--- src/rtl/stopwatch_counter.sv ---
// -----------------------------------------------------------------------------
// stopwatch_counter
//
// Stopwatch with centisecond resolution (MM:SS.CC) held as six BCD digits.
// A free-running 10 ms square wave (i_base_tick) is edge-detected; each rising
// edge advances the time by one centisecond while the stopwatch is RUNNING.
// Start/stop and clear are single-cycle command pulses. All outputs come
// straight from registers.
//
// Parameters
//   WRAP         1: roll over 59:59.99 -> 00:00.00; 0: saturate at 59:59.99.
//                Either way o_overflow is set when the maximum is passed.
//
// Ports
//   i_sclk       system clock, rising edge
//   i_reset      synchronous, active-high reset (highest priority)
//   i_base_tick  10 ms timebase square wave, i_sclk domain
//   i_start_stop command pulse: IDLE->RUNNING, RUNNING->PAUSED, PAUSED->RUNNING
//   i_clear      command pulse: zero the time, clear overflow, go IDLE
//   o_timerenb   timebase enable, high exactly while RUNNING
//   o_cs_*       centisecond digits (0-9, 0-9)
//   o_sec_*      second digits (ones 0-9, tens 0-5)
//   o_min_*      minute digits (ones 0-9, tens 0-5)
//   o_state      00 IDLE, 01 RUNNING, 10 PAUSED
//   o_overflow   sticky: count passed 59:59.99
// -----------------------------------------------------------------------------
module stopwatch_counter #(
  parameter bit WRAP = 1'b1
) (
  input  logic       i_sclk,
  input  logic       i_reset,
  input  logic       i_base_tick,
  input  logic       i_start_stop,
  input  logic       i_clear,
  output logic       o_timerenb,
  output logic [3:0] o_cs_ones,
  output logic [3:0] o_cs_tens,
  output logic [3:0] o_sec_ones,
  output logic [3:0] o_sec_tens,
  output logic [3:0] o_min_ones,
  output logic [3:0] o_min_tens,
  output logic [1:0] o_state,
  output logic       o_overflow
);

  typedef enum logic [1:0] {
    ST_IDLE    = 2'b00,
    ST_RUNNING = 2'b01,
    ST_PAUSED  = 2'b10
  } state_e;

  state_e     state_q, state_d;
  logic       tick_prev_q;
  logic       timerenb_q, timerenb_d;
  logic       overflow_q, overflow_d;

  logic [3:0] cs_ones_q,  cs_ones_d;
  logic [3:0] cs_tens_q,  cs_tens_d;
  logic [3:0] sec_ones_q, sec_ones_d;
  logic [3:0] sec_tens_q, sec_tens_d;
  logic [3:0] min_ones_q, min_ones_d;
  logic [3:0] min_tens_q, min_tens_d;

  // Incremented time (one centisecond later) and ripple carries.
  logic [3:0] inc_cs_ones, inc_cs_tens, inc_sec_ones;
  logic [3:0] inc_sec_tens, inc_min_ones, inc_min_tens;
  logic       c_cs_ones, c_cs_tens, c_sec_ones, c_sec_tens, c_min_ones;
  logic       at_max;

  logic       tick_rise;
  logic       count_en;

  assign tick_rise = i_base_tick & ~tick_prev_q;
  assign count_en  = tick_rise && (state_q == ST_RUNNING);

  // Ripple carry chain. The ">=" compares keep a digit from ever escaping its
  // legal range even if a register were somehow upset to an illegal code.
  always_comb begin
    c_cs_ones    = (cs_ones_q  >= 4'd9);
    c_cs_tens    = c_cs_ones  && (cs_tens_q  >= 4'd9);
    c_sec_ones   = c_cs_tens  && (sec_ones_q >= 4'd9);
    c_sec_tens   = c_sec_ones && (sec_tens_q >= 4'd5);
    c_min_ones   = c_sec_tens && (min_ones_q >= 4'd9);
    at_max       = c_min_ones && (min_tens_q >= 4'd5);

    inc_cs_ones  = c_cs_ones ? 4'd0 : cs_ones_q + 4'd1;

    inc_cs_tens  = cs_tens_q;
    if (c_cs_ones) begin
      inc_cs_tens = c_cs_tens ? 4'd0 : cs_tens_q + 4'd1;
    end

    inc_sec_ones = sec_ones_q;
    if (c_cs_tens) begin
      inc_sec_ones = c_sec_ones ? 4'd0 : sec_ones_q + 4'd1;
    end

    inc_sec_tens = sec_tens_q;
    if (c_sec_ones) begin
      inc_sec_tens = c_sec_tens ? 4'd0 : sec_tens_q + 4'd1;
    end

    inc_min_ones = min_ones_q;
    if (c_sec_tens) begin
      inc_min_ones = c_min_ones ? 4'd0 : min_ones_q + 4'd1;
    end

    // At 59:59.99 every digit rolls to zero here, which is exactly the WRAP=1
    // result; the saturating variant simply refuses to take this value.
    inc_min_tens = min_tens_q;
    if (c_min_ones) begin
      inc_min_tens = at_max ? 4'd0 : min_tens_q + 4'd1;
    end
  end

  // Next-state logic: clear beats start/stop, and any command beats a tick
  // arriving in the same cycle (the tick is dropped, not deferred).
  always_comb begin
    state_d    = state_q;
    overflow_d = overflow_q;
    cs_ones_d  = cs_ones_q;
    cs_tens_d  = cs_tens_q;
    sec_ones_d = sec_ones_q;
    sec_tens_d = sec_tens_q;
    min_ones_d = min_ones_q;
    min_tens_d = min_tens_q;

    if (i_clear) begin
      state_d    = ST_IDLE;
      overflow_d = 1'b0;
      cs_ones_d  = 4'd0;
      cs_tens_d  = 4'd0;
      sec_ones_d = 4'd0;
      sec_tens_d = 4'd0;
      min_ones_d = 4'd0;
      min_tens_d = 4'd0;
    end else if (i_start_stop) begin
      case (state_q)
        ST_IDLE:    state_d = ST_RUNNING;
        ST_RUNNING: state_d = ST_PAUSED;
        ST_PAUSED:  state_d = ST_RUNNING;
        default:    state_d = ST_IDLE;
      endcase
    end else if (count_en) begin
      if (at_max) begin
        overflow_d = 1'b1;
      end
      if (!at_max || WRAP) begin
        cs_ones_d  = inc_cs_ones;
        cs_tens_d  = inc_cs_tens;
        sec_ones_d = inc_sec_ones;
        sec_tens_d = inc_sec_tens;
        min_ones_d = inc_min_ones;
        min_tens_d = inc_min_tens;
      end
    end else if (state_q != ST_IDLE && state_q != ST_RUNNING
                 && state_q != ST_PAUSED) begin
      // Unused encoding 2'b11: recover to IDLE.
      state_d = ST_IDLE;
    end

    // Registered copy of "next state is RUNNING" keeps o_timerenb in lockstep
    // with o_state without a combinational output path.
    timerenb_d = (state_d == ST_RUNNING);
  end

  always_ff @(posedge i_sclk) begin
    if (i_reset) begin
      state_q     <= ST_IDLE;
      tick_prev_q <= 1'b0;
      timerenb_q  <= 1'b0;
      overflow_q  <= 1'b0;
      cs_ones_q   <= 4'd0;
      cs_tens_q   <= 4'd0;
      sec_ones_q  <= 4'd0;
      sec_tens_q  <= 4'd0;
      min_ones_q  <= 4'd0;
      min_tens_q  <= 4'd0;
    end else begin
      state_q     <= state_d;
      tick_prev_q <= i_base_tick;
      timerenb_q  <= timerenb_d;
      overflow_q  <= overflow_d;
      cs_ones_q   <= cs_ones_d;
      cs_tens_q   <= cs_tens_d;
      sec_ones_q  <= sec_ones_d;
      sec_tens_q  <= sec_tens_d;
      min_ones_q  <= min_ones_d;
      min_tens_q  <= min_tens_d;
    end
  end

  assign o_timerenb = timerenb_q;
  assign o_overflow = overflow_q;
  assign o_state    = state_q;
  assign o_cs_ones  = cs_ones_q;
  assign o_cs_tens  = cs_tens_q;
  assign o_sec_ones = sec_ones_q;
  assign o_sec_tens = sec_tens_q;
  assign o_min_ones = min_ones_q;
  assign o_min_tens = min_tens_q;

endmodule

--- config.mk ---
export PLATFORM = sky130hd
export DESIGN_NAME = stopwatch_counter
export DESIGN_NICKNAME = d
export VERILOG_FILES = /design/src/rtl/stopwatch_counter.sv
export SDC_FILE = /design/constraint.sdc
export NUM_CORES = 1
export LEC_CHECK = 0
export BUFFER_PORTS_ARGS = -buffer_cell sky130_fd_sc_hd__buf_4
export CORE_MARGIN = 2
export CORE_UTILIZATION = 48
export CTS_CLUSTER_DIAMETER = 120
export DETAILED_ROUTE_END_ITERATION = 8
export HOLD_SLACK_MARGIN = 0.05
export PLACE_DENSITY = 0.81
export SETUP_SLACK_MARGIN = 0.5
export SLEW_MARGIN = 20
export SYNTH_ARGS = -nofsm -noshare
export SYNTH_HDL_FRONTEND = slang
export SYNTH_SLANG_ARGS = --single-unit
--- constraint.sdc ---
create_clock -name i_sclk -period 2 [get_ports i_sclk]
set_clock_uncertainty 0.1 [all_clocks]
set_input_delay 0.4 -clock i_sclk [delete_from_list [all_inputs] [get_ports i_sclk]]
set_output_delay 0.4 -clock i_sclk [all_outputs]
set_load 0.02 [all_outputs]
==> metrics.txt, run 1 <==
status=finished with violations; failing checks=setup timing; DR vias/cell=5.830; drt pass-1 iters=4; Vias=1778; Die Width=61.61 µm; LEAKAGE=1.099 nW; finished layout cell area=2614 µm²; post-synthesis sequential area ratio=0.3645; MaxCap Viol Count=0; CTS Buffer Depth=2; CTS Buf Count=5; critical path endpoint category=flop; global-route wire length before repair=7369 µm; pin count of the biggest net entering global routing=28; post-synth cell types=31; YS warnings=0; DPL Wire Length=2475 µm; endpoints failing setup=5; # IOs=33; Hold EP=tick_prev_q$_SDFF_PP0_; n_diodes=0; min Tclk post-route=2.178 ns; WL/cell=18.77 µm; final wirelength=5725 µm; layout cell share with drive strength beyond 1=0.5709; fill cell count=180; post-synth net total=207; Die Ht=61.61 µm; Pwr Total=1.054 mW; CP max stage cell=nor4_4; antenna viol nets, final=0; Final TNS setup=-0.5005 ns; Layout Area Growth over Synthesis=64.10%; DRC viols=0; largest stage delay on the critical path=0.44 ns; worst reg-to-reg path cell count=8; type of the worst setup path=flop to flop; starting density of the core=0.5133; nets=283; peak supply drop=0.0004564 V; H-tree depth=2; initial antenna violation count=0; Worst Hold Class=primary input to flop; GRT busiest layer=met2; final worst-path cycle share=1.089; vias in the first global route=1605; Reg-to-Reg End=o_min_tens[1]$_SDFFE_PP0P_; area post-placement=2011 µm²; global-route met2 utilization=0.4481; worst slew pin tran=0.5995 ns; CTS tree=yes; die area=3795 µm²; total global routing overflow=0; port bufs=32; Max FO, Critical Path=6; FMAX=0.4591 GHz; FF+latch count, synth=29; R2R Path Start=o_sec_ones[0]$_SDFFE_PP0P_; final slew viol count=0; Gate Count Post-Synth=184; Pwr per Cell Area=403.3 nW/µm²; relative slew slack=0.5980; Hold Path Origin=i_reset; CP Launch Type=flop; clock sink count=29; delay-heaviest family, CP=simple AND/OR/NAND/NOR gates; pre-CTS setup slack=0.01842 ns; final hold viol count=0; Crit path arrival time=2.37 ns; Iter 0 DRT Violations=143; RSZ-0062 raised after global routing=yes; row count=20; Hold Path Depth=2; final worst slack=-0.1781 ns; Clk pin slew, worst setup/hold paths=0.12 ns; Core Area=3103 µm²; synthesized cell area=1593 µm²; Mapped Avg Cell Area=8.656 µm²; crit path cell chain=inv_4 -> ha_4 -> or3b_4 -> nand4_1 -> buf_4 -> nor4_4 -> nand3_1 -> a21oi_1; CTS root buf=clkbuf_4; GR Layer Usage met3=0.08193; clock latency on the worst-skew pair=0.37 ns; WP data required=2.19 ns; Buf/Inv on CP=2; GRT Total Usage=0.2687; Reg2Reg Setup Slack=-0.18 ns; met1 usage=0.3119; RePlAce Congestion=0.7979
==> placed cells by master, fill, tap and decap left out, types with 5 or more instances in the layout <==
cell / instances
a41oi_2: 5
inv_1: 10
nand3_1: 9
nor2_1: 16
a21oi_1: 18
nand2b_1: 5
ha_4: 5
dfxtp_1: 9
clkbuf_4: 5
buf_4: 57
dfxtp_4: 8
ha_1: 12
buf_6: 13
dfxtp_2: 12
nor3_1: 5
nand2_1: 8
==> worst max path at each step <==
stage	startpoint	endpoint	slack (ns)	cells after the start
floorplan	o_sec_ones[0]$_SDFFE_PP0P_	o_min_tens[3]$_SDFFE_PP0P_	0.14	7
global placement	o_cs_tens[0]$_SDFFE_PP0P_	o_min_tens[3]$_SDFFE_PP0P_	0.05	7
detailed placement	o_cs_tens[0]$_SDFFE_PP0P_	o_min_tens[3]$_SDFFE_PP0P_	0.02	7
CTS	o_cs_tens[1]$_SDFFE_PP0P_	o_min_tens[3]$_SDFFE_PP0P_	0.12	8
global route	o_sec_ones[0]$_SDFFE_PP0P_	o_min_tens[1]$_SDFFE_PP0P_	-0.30	8
finish	o_sec_ones[0]$_SDFFE_PP0P_	o_min_tens[1]$_SDFFE_PP0P_	-0.18	8
==> per-layer routing <==
metal	routed length [µm]	vias to the layer above
li1	-	804
met1	2285	864
met2	2965	94
met3	354	16
met4	119	0
met5	0	-
==> flip-flops by register name, indices dropped and copies added (netlist names) <==
| name | cells |
|---|---|
| o_cs_ones | 4 |
| o_cs_tens | 4 |
| o_min_ones | 4 |
| o_min_tens | 4 |
| o_overflow | 1 |
| o_sec_ones | 4 |
| o_sec_tens | 4 |
| o_state | 2 |
| o_timerenb | 1 |
| tick_prev_q | 1 |
==> logic make-up (layout without fill, tap and decap cells) <==
logic type,after synthesis,in the layout,synth area share
AOI/OAI and AO/OA,40,40,0.1508
DFF,29,29,0.3645
buffers and inverters,19,95,0.04478
and+or+nand+nor,78,79,0.2985
adders and majority gates,18,18,0.1414
==> synth_stat cells <==
| cell | n | area, µm² |
|---|---|---|
| nand2_4 | 1 | 11.26 |
| nor4_4 | 2 | 42.54 |
| nor3b_1 | 1 | 7.510 |
| o21a_1 | 2 | 15.01 |
| inv_1 | 16 | 60.06 |
| nand3b_1 | 2 | 15.01 |
| nand2b_1 | 5 | 31.28 |
| nand4b_1 | 2 | 17.52 |
| a21o_1 | 1 | 7.510 |
| nor4_1 | 2 | 12.51 |
| ha_1 | 18 | 225.2 |
| a21oi_1 | 22 | 110.1 |
| and3_1 | 1 | 6.260 |
| or3b_2 | 3 | 26.28 |
| a41oi_1 | 5 | 43.79 |
| o31ai_1 | 3 | 22.52 |
| o21ai_0 | 5 | 25.02 |
| nor3_2 | 1 | 10.01 |
| or2_2 | 3 | 18.77 |
| clkbuf_1 | 3 | 11.26 |
| nand4_1 | 3 | 18.77 |
| nand3_1 | 12 | 60.06 |
| nor2_1 | 19 | 71.32 |
| nand2_1 | 10 | 37.54 |
| a2111oi_0 | 1 | 8.760 |
| nor3_1 | 6 | 30.03 |
| nand4_4 | 1 | 21.27 |
| nor3b_4 | 1 | 18.77 |
| a22oi_1 | 1 | 7.510 |
| dfxtp_1 | 29 | 580.6 |
| nor2b_1 | 3 | 18.77 |
==> worst reg2reg max path, delay by kind of cell (launching register included) <==
family	cells	cell delay (ns)
buf+inv	2	0.26
fa+ha+maj	1	0.15
flops	1	0.38
simple gates	4	1.04
compound gates	1	0.20
==> power breakdown <==
part / internal [mW] / switching, mW
registers: 0.569 / 0.00261
logic: 0.0186 / 0.0308
clock network: 0.203 / 0.229
==> layout make-up <==
cell class | instances | area (µm²) | area share
clock inverters | 1 | 5.005 | 0.001915
inverters | 16 | 70.07 | 0.02681
multi-input cells | 137 | 1199 | 0.4586
well taps | 44 | 55.05 | 0.02106
clock buffers | 7 | 65.06 | 0.02489
repair buffers | 71 | 594.3 | 0.2274
flip-flops and latches | 29 | 625.6 | 0.2393
==> per-stage QoR <==
stage,instances,hold WS [ns],utilization
2_1_floorplan,184,0.3716,-
3_3_place_gp,265,0.3649,0.6480
3_5_place_dp,265,0.3786,0.6480
4_1_cts,293,0.1091,0.7657
5_1_grt,305,0.1016,0.8423
6_report,305,0.09131,0.8423
==> timing repair <==
action	4_1_cts	5_1_grt
hold endpoints to repair	0	0
pin swaps	24	14
hold buffers	0	0
gates resized for setup	29	42
cloned	1	0
setup endpoints to repair	27	41
buffers inserted	19	12
(Power assumes the default switching activity.)
==> run 2: changes to the inputs <==
Settings changed: CAP_MARGIN set to 20, RECOVER_POWER set to 100.
==> run 2 against run 1 <==
Compared with the run above: the flow still finishes with violations (setup timing); final cell count unchanged; count of clock-buffer cells in the layout unchanged; global-route usage unchanged; maximum frequency about the same; worst setup slack got worse by 0.0015 ns; via count increased by 0.17%; first-iteration DRC count unchanged; sequential share of layout area unchanged; utilization unchanged; critical path type unchanged; highest routed layer unchanged.
==> metrics.txt, run 2 (synthesis gave the netlist of run 1 again) <==
finished layout cell area=2614 µm²; Die Width=61.61 µm; WP data required=2.19 ns; most frequent cells in the layout=buf_4, a21oi_1, nor2_1; drt pass-1 iters=5; endpoints failing setup=5; Layout Area Growth over Synthesis=64.10%; # IOs=33; die area=3795 µm²; RSZ-0062 raised after global routing=yes; total global routing overflow=0; Crit path arrival time=2.37 ns; DPL Wire Length=2475 µm; min Tclk post-route=2.180 ns; MaxCap Viol Count=0; Die Ht=61.61 µm; worst slew pin tran=0.5994 ns; DRC viols=0; Core Area=3103 µm²; clock sink count=29; global-route wire length before repair=7369 µm; row count=20; relative slew slack=0.5980; multi-input logic area=1199 µm²; layout cell share with drive strength beyond 1=0.5709; Vias=1781; area post-placement=2011 µm²; n_diodes=0; H-tree depth=2; final wirelength=5733 µm; starting density of the core=0.5133; type of the worst setup path=flop to flop; final hold viol count=0; pin count of the biggest net entering global routing=28; LEAKAGE=1.098 nW; Clk pin slew, worst setup/hold paths=0.12 ns; antenna viol nets, final=0; initial antenna violation count=0; WL/cell=18.80 µm; Pwr per Cell Area=403.2 nW/µm²; clock latency on the worst-skew pair=0.37 ns; Pwr Total=1.054 mW; final worst slack=-0.1796 ns; peak supply drop=0.0004564 V; most common cell after layout, fill and taps aside=buf_4; GRT Total Usage=0.2687; RePlAce Congestion=0.7979; CTS root buf=clkbuf_4; WHS=0.09070 ns; DR vias/cell=5.839; CTS Buf Count=5; CTS Hold Buffers Added=0; nets=283; Worst Hold Class=primary input to flop; CTS tree=yes; CP Launch Type=flop; final worst-path cycle share=1.090; vias in the first global route=1605; Max FO, Critical Path=6; FF/Latch Area=625.6 µm²; fill cell count=180; Iter 0 DRT Violations=143; FMAX=0.4588 GHz; port bufs=32; CTS Buffer Depth=2; critical path endpoint category=flop; final slew viol count=0; failing checks=setup timing; status=finished with violations
[run 2: changes by cell type in the layout (fill, tap and decap cells not counted), sizes merged]
cell,previous run,this run
clkbuf,7,8
buf,71,70
[run 2: per-layer routing]
metal | global-route usage | wire (µm)
met5 | 0 | 0
met3 | 0.08193 | 370
met2 | 0.4481 | 2958
met1 | 0.3119 | 2289
met4 | 0.1307 | 115
[run 2: path summary, 6_finish.rpt]
path	startpoint	to	slack (ns)	depth (start not counted)
worst min register to register	o_min_tens[2]$_SDFFE_PP0P_	o_min_tens[2]$_SDFFE_PP0P_	0.40	2
worst max-delay path	o_sec_ones[0]$_SDFFE_PP0P_	o_min_tens[1]$_SDFFE_PP0P_	-0.18	8
worst max register to register	o_sec_ones[0]$_SDFFE_PP0P_	o_min_tens[1]$_SDFFE_PP0P_	-0.18	8
worst min-delay path	i_reset	tick_prev_q$_SDFF_PP0_	0.09	2
[run 2: metrics by stage]
| step | setup slack, ns | instances | util | TNS [ns] |
|---|---|---|---|---|
| 2_1_floorplan | 0.1379 | 184 | - | 0 |
| 3_3_place_gp | 0.05117 | 265 | 0.6480 | 0 |
| 4_1_cts | 0.1198 | 293 | 0.7657 | 0 |
| 3_5_place_dp | 0.01842 | 265 | 0.6480 | 0 |
| 5_1_grt | -0.3035 | 305 | 0.8423 | -1.254 |
| 6_report | -0.1796 | 305 | 0.8423 | -0.5009 |
[run 2: cell type report]
class                      instances  area share
inverter                          16     0.02681
tap                               44     0.02106
sequential                        29      0.2393
timing repair buffer              71      0.2274
clock buffer                       7     0.02489
multi-input combinational        137      0.4586
clock inverter                     1    0.001915
[run 2: worst max-delay path: stages (launching register included)]
cell and delay [ns]:
dfxtp_4 0.38, inv_4 0.04, ha_4 0.15, or3b_4 0.25
nand4_1 0.18, buf_4 0.21, nor4_4 0.44, nand3_1 0.17
a21oi_1 0.20
[run 2: report_power, final]
group | internal, mW | total (mW) | leakage [nW] | switching [mW]
Combinational | 0.0185 | 0.0493 | 0.810 | 0.0309
Sequential | 0.569 | 0.572 | 0.247 | 0.00261
Clock | 0.203 | 0.432 | 0.0413 | 0.229
Total | 0.791 | 1.05 | 1.10 | 0.262
[run 2: what timing repair did]
item                                    4_1_cts  5_1_grt
endpoints found under the setup margin       27       41
resized for setup                            29       42
setup buffers                                19       12
gates cloned                                  1        0
pin swaps                                    24       14
hold endpoints to repair                      0        0
==> run 3: changes to the inputs <==
Settings changed: CORE_ASPECT_RATIO set to 0.9, CTS_BUF_LIST set to sky130_fd_sc_hd__clkbuf_16, PLACE_DENSITY 0.81 to 0.74.
==> run 3 against run 2 <==
Compared with the run above: the run now ends clean; power up 24%; first-iteration DRC count fell by 34%; design area decreased by 5.9%; largest power group is now the clock network; critical endpoint is now o_overflow$_SDFFE_PP0P_; non-clock buffer count decreased by 10; register-to-register slack improved by 0.24 ns; global-route usage down 1.1 points; final cell count is 4.3% lower; critical path depth increased by 1; hold slack better by 0.10 ns; highest routed layer unchanged.
==> metrics.txt, run 3 (synthesis gave the netlist of run 1 again) <==
most common cell after layout, fill and taps aside=buf_4; clock latency on the worst-skew pair=0.28 ns; GRT Total Usage=0.2573; row count=19; peak supply drop=0.0004367 V; vias in the first global route=1630; relative slew slack=0.6152; final wirelength=5013 µm; FMAX=0.5143 GHz; CTS tree=yes; MaxCap Viol Count=0; Layout Area Growth over Synthesis=54.44%; WHS=0.1917 ns; largest stage delay on the critical path=0.38 ns; DRC viols=0; critical path endpoint category=flop; H-tree depth=2; Iter 0 DRT Violations=94; Worst Hold Class=primary input to flop; CTS root buf=clkbuf_16; DR vias/cell=5.743; Clk pin slew, worst setup/hold paths=0.05 ns; final slew viol count=0; finished layout cell area=2460 µm²; fill cell count=219; antenna viol nets, final=0; CTS Buffer Depth=2; nets=272; Vias=1677; final worst-path cycle share=0.9722; starting density of the core=0.5115; die area=3796 µm²; Post-Place Cells=259; min Tclk post-route=1.944 ns; Die Ht=58.65 µm; Finished Layout Cells=292; WL/cell=17.17 µm; RePlAce Congestion=0.7841; # IOs=33; Max FO, Critical Path=3; Pwr per Cell Area=531.5 nW/µm²; pin count of the biggest net entering global routing=28; most frequent cells in the layout=buf_4, dfxtp_1, nor2_1, clkbuf_1, a21oi_1; LEAKAGE=0.9696 nW; multi-input logic area=1172 µm²; port bufs=32; type of the worst setup path=flop to flop; endpoints failing setup=0; crit path cell chain=buf_6 -> ha_4 -> or3b_4 -> nand4_1 -> buf_4 -> buf_6 -> nor4_4 -> a21oi_2 -> nor2_1; Util after Layout=0.7899; CTS Buf Count=5; Buf/Inv on CP=3; FF/Latch Area=609.3 µm²; worst slew pin tran=0.5771 ns; final hold viol count=0; CP max stage cell=or3b_4; drt pass-1 iters=4; delay-heaviest family, CP=simple AND/OR/NAND/NOR gates; status=completed; most used cell, CP=buf_6; RSZ-0062 raised after global routing=yes; n_diodes=0; area post-placement=1978 µm²; Core Area=3114 µm²; global-route wire length before repair=7486 µm; layout cell share with drive strength beyond 1=0.4200; DPL Wire Length=2692 µm; total global routing overflow=0; WP data required=2.03 ns; initial antenna violation count=0; Die Width=64.72 µm; Final TNS setup=0 ns; Crit path arrival time=1.98 ns; CP Launch Type=flop; clock sink count=29
run 3: cell types whose count changed in the layout (fill, tap and decap cells not counted), moves of 3 or more:
cell       previous run  this run
dfxtp_2              12         2
clkbuf_1              0        17
buf_4                56        36
nand3_2               3         0
nand3_1               9        12
clkbuf_4              6         2
clkbuf_16             0         5
dfxtp_1               9        20
inv_1                10        13
buf_6                13         6
run 3: metal layers:
metal | track usage | up-vias | share of wire | wire [µm]
li1 | - | 783 | - | -
met5 | 0 | - | 0 | 0
met4 | 0.1429 | 0 | 0.051 | 257
met2 | 0.4507 | 71 | 0.50 | 2519
met3 | 0.06501 | 25 | 0.056 | 281
met1 | 0.2878 | 798 | 0.39 | 1954
run 3: metrics by stage:
stage / power, mW / setup slack [ns]
finish: 1.308 / 0.05564
CTS: 1.313 / 0.1064
floorplan: 0.6113 / 0.1379
detailed placement: 0.6291 / -0.002258
global route: 1.350 / -0.03523
global placement: 0.6282 / 0.01965
run 3: path summary, 6_finish.rpt:
path                              startpoint                 endpoint  slack (ns)  cells after the start
setup / recovery  o_sec_ones[0]$_SDFFE_PP0P_  o_overflow$_SDFFE_PP0P_        0.06                      9
hold / removal                       i_reset   tick_prev_q$_SDFF_PP0_        0.19                      2
setup reg to reg  o_sec_ones[0]$_SDFFE_PP0P_  o_overflow$_SDFFE_PP0P_        0.06                      9
hold reg to reg        o_state[1]$_SDFF_PP0_    o_state[1]$_SDFF_PP0_        0.42                      2
run 3: power breakdown:
part | leakage [nW] | switching, mW | internal (mW)
registers | 0.241 | 0.00141 | 0.573
logic | 0.651 | 0.0286 | 0.0185
clock network | 0.0776 | 0.241 | 0.444
run 3: final cells by class:
| cell class | instances | area share |
|---|---|---|
| multi-input combinational | 136 | 0.4766 |
| sequential | 29 | 0.2477 |
| timing repair buffer | 61 | 0.1694 |
| clock buffer | 5 | 0.05086 |
| inverter | 16 | 0.02950 |
| tap | 42 | 0.02136 |
| clock inverter | 3 | 0.004578 |
run 3: what timing repair did:
action / CTS / global route
hold buffers: 0 / 0
buffers inserted: 20 / 5
gates cloned: 0 / 0
pin swaps: 21 / 7
endpoints found under the setup margin: 26 / 27
gates resized for setup: 29 / 23
run 3: worst register-to-register path: cells and delay by family (launching register included):
kind / cells / cell delay [ns]
buffers and inverters: 3 / 0.36
AOI/OAI and AO/OA: 1 / 0.19
adders and majority gates: 1 / 0.14
and+or+nand+nor: 4 / 0.64
DFF: 1 / 0.35
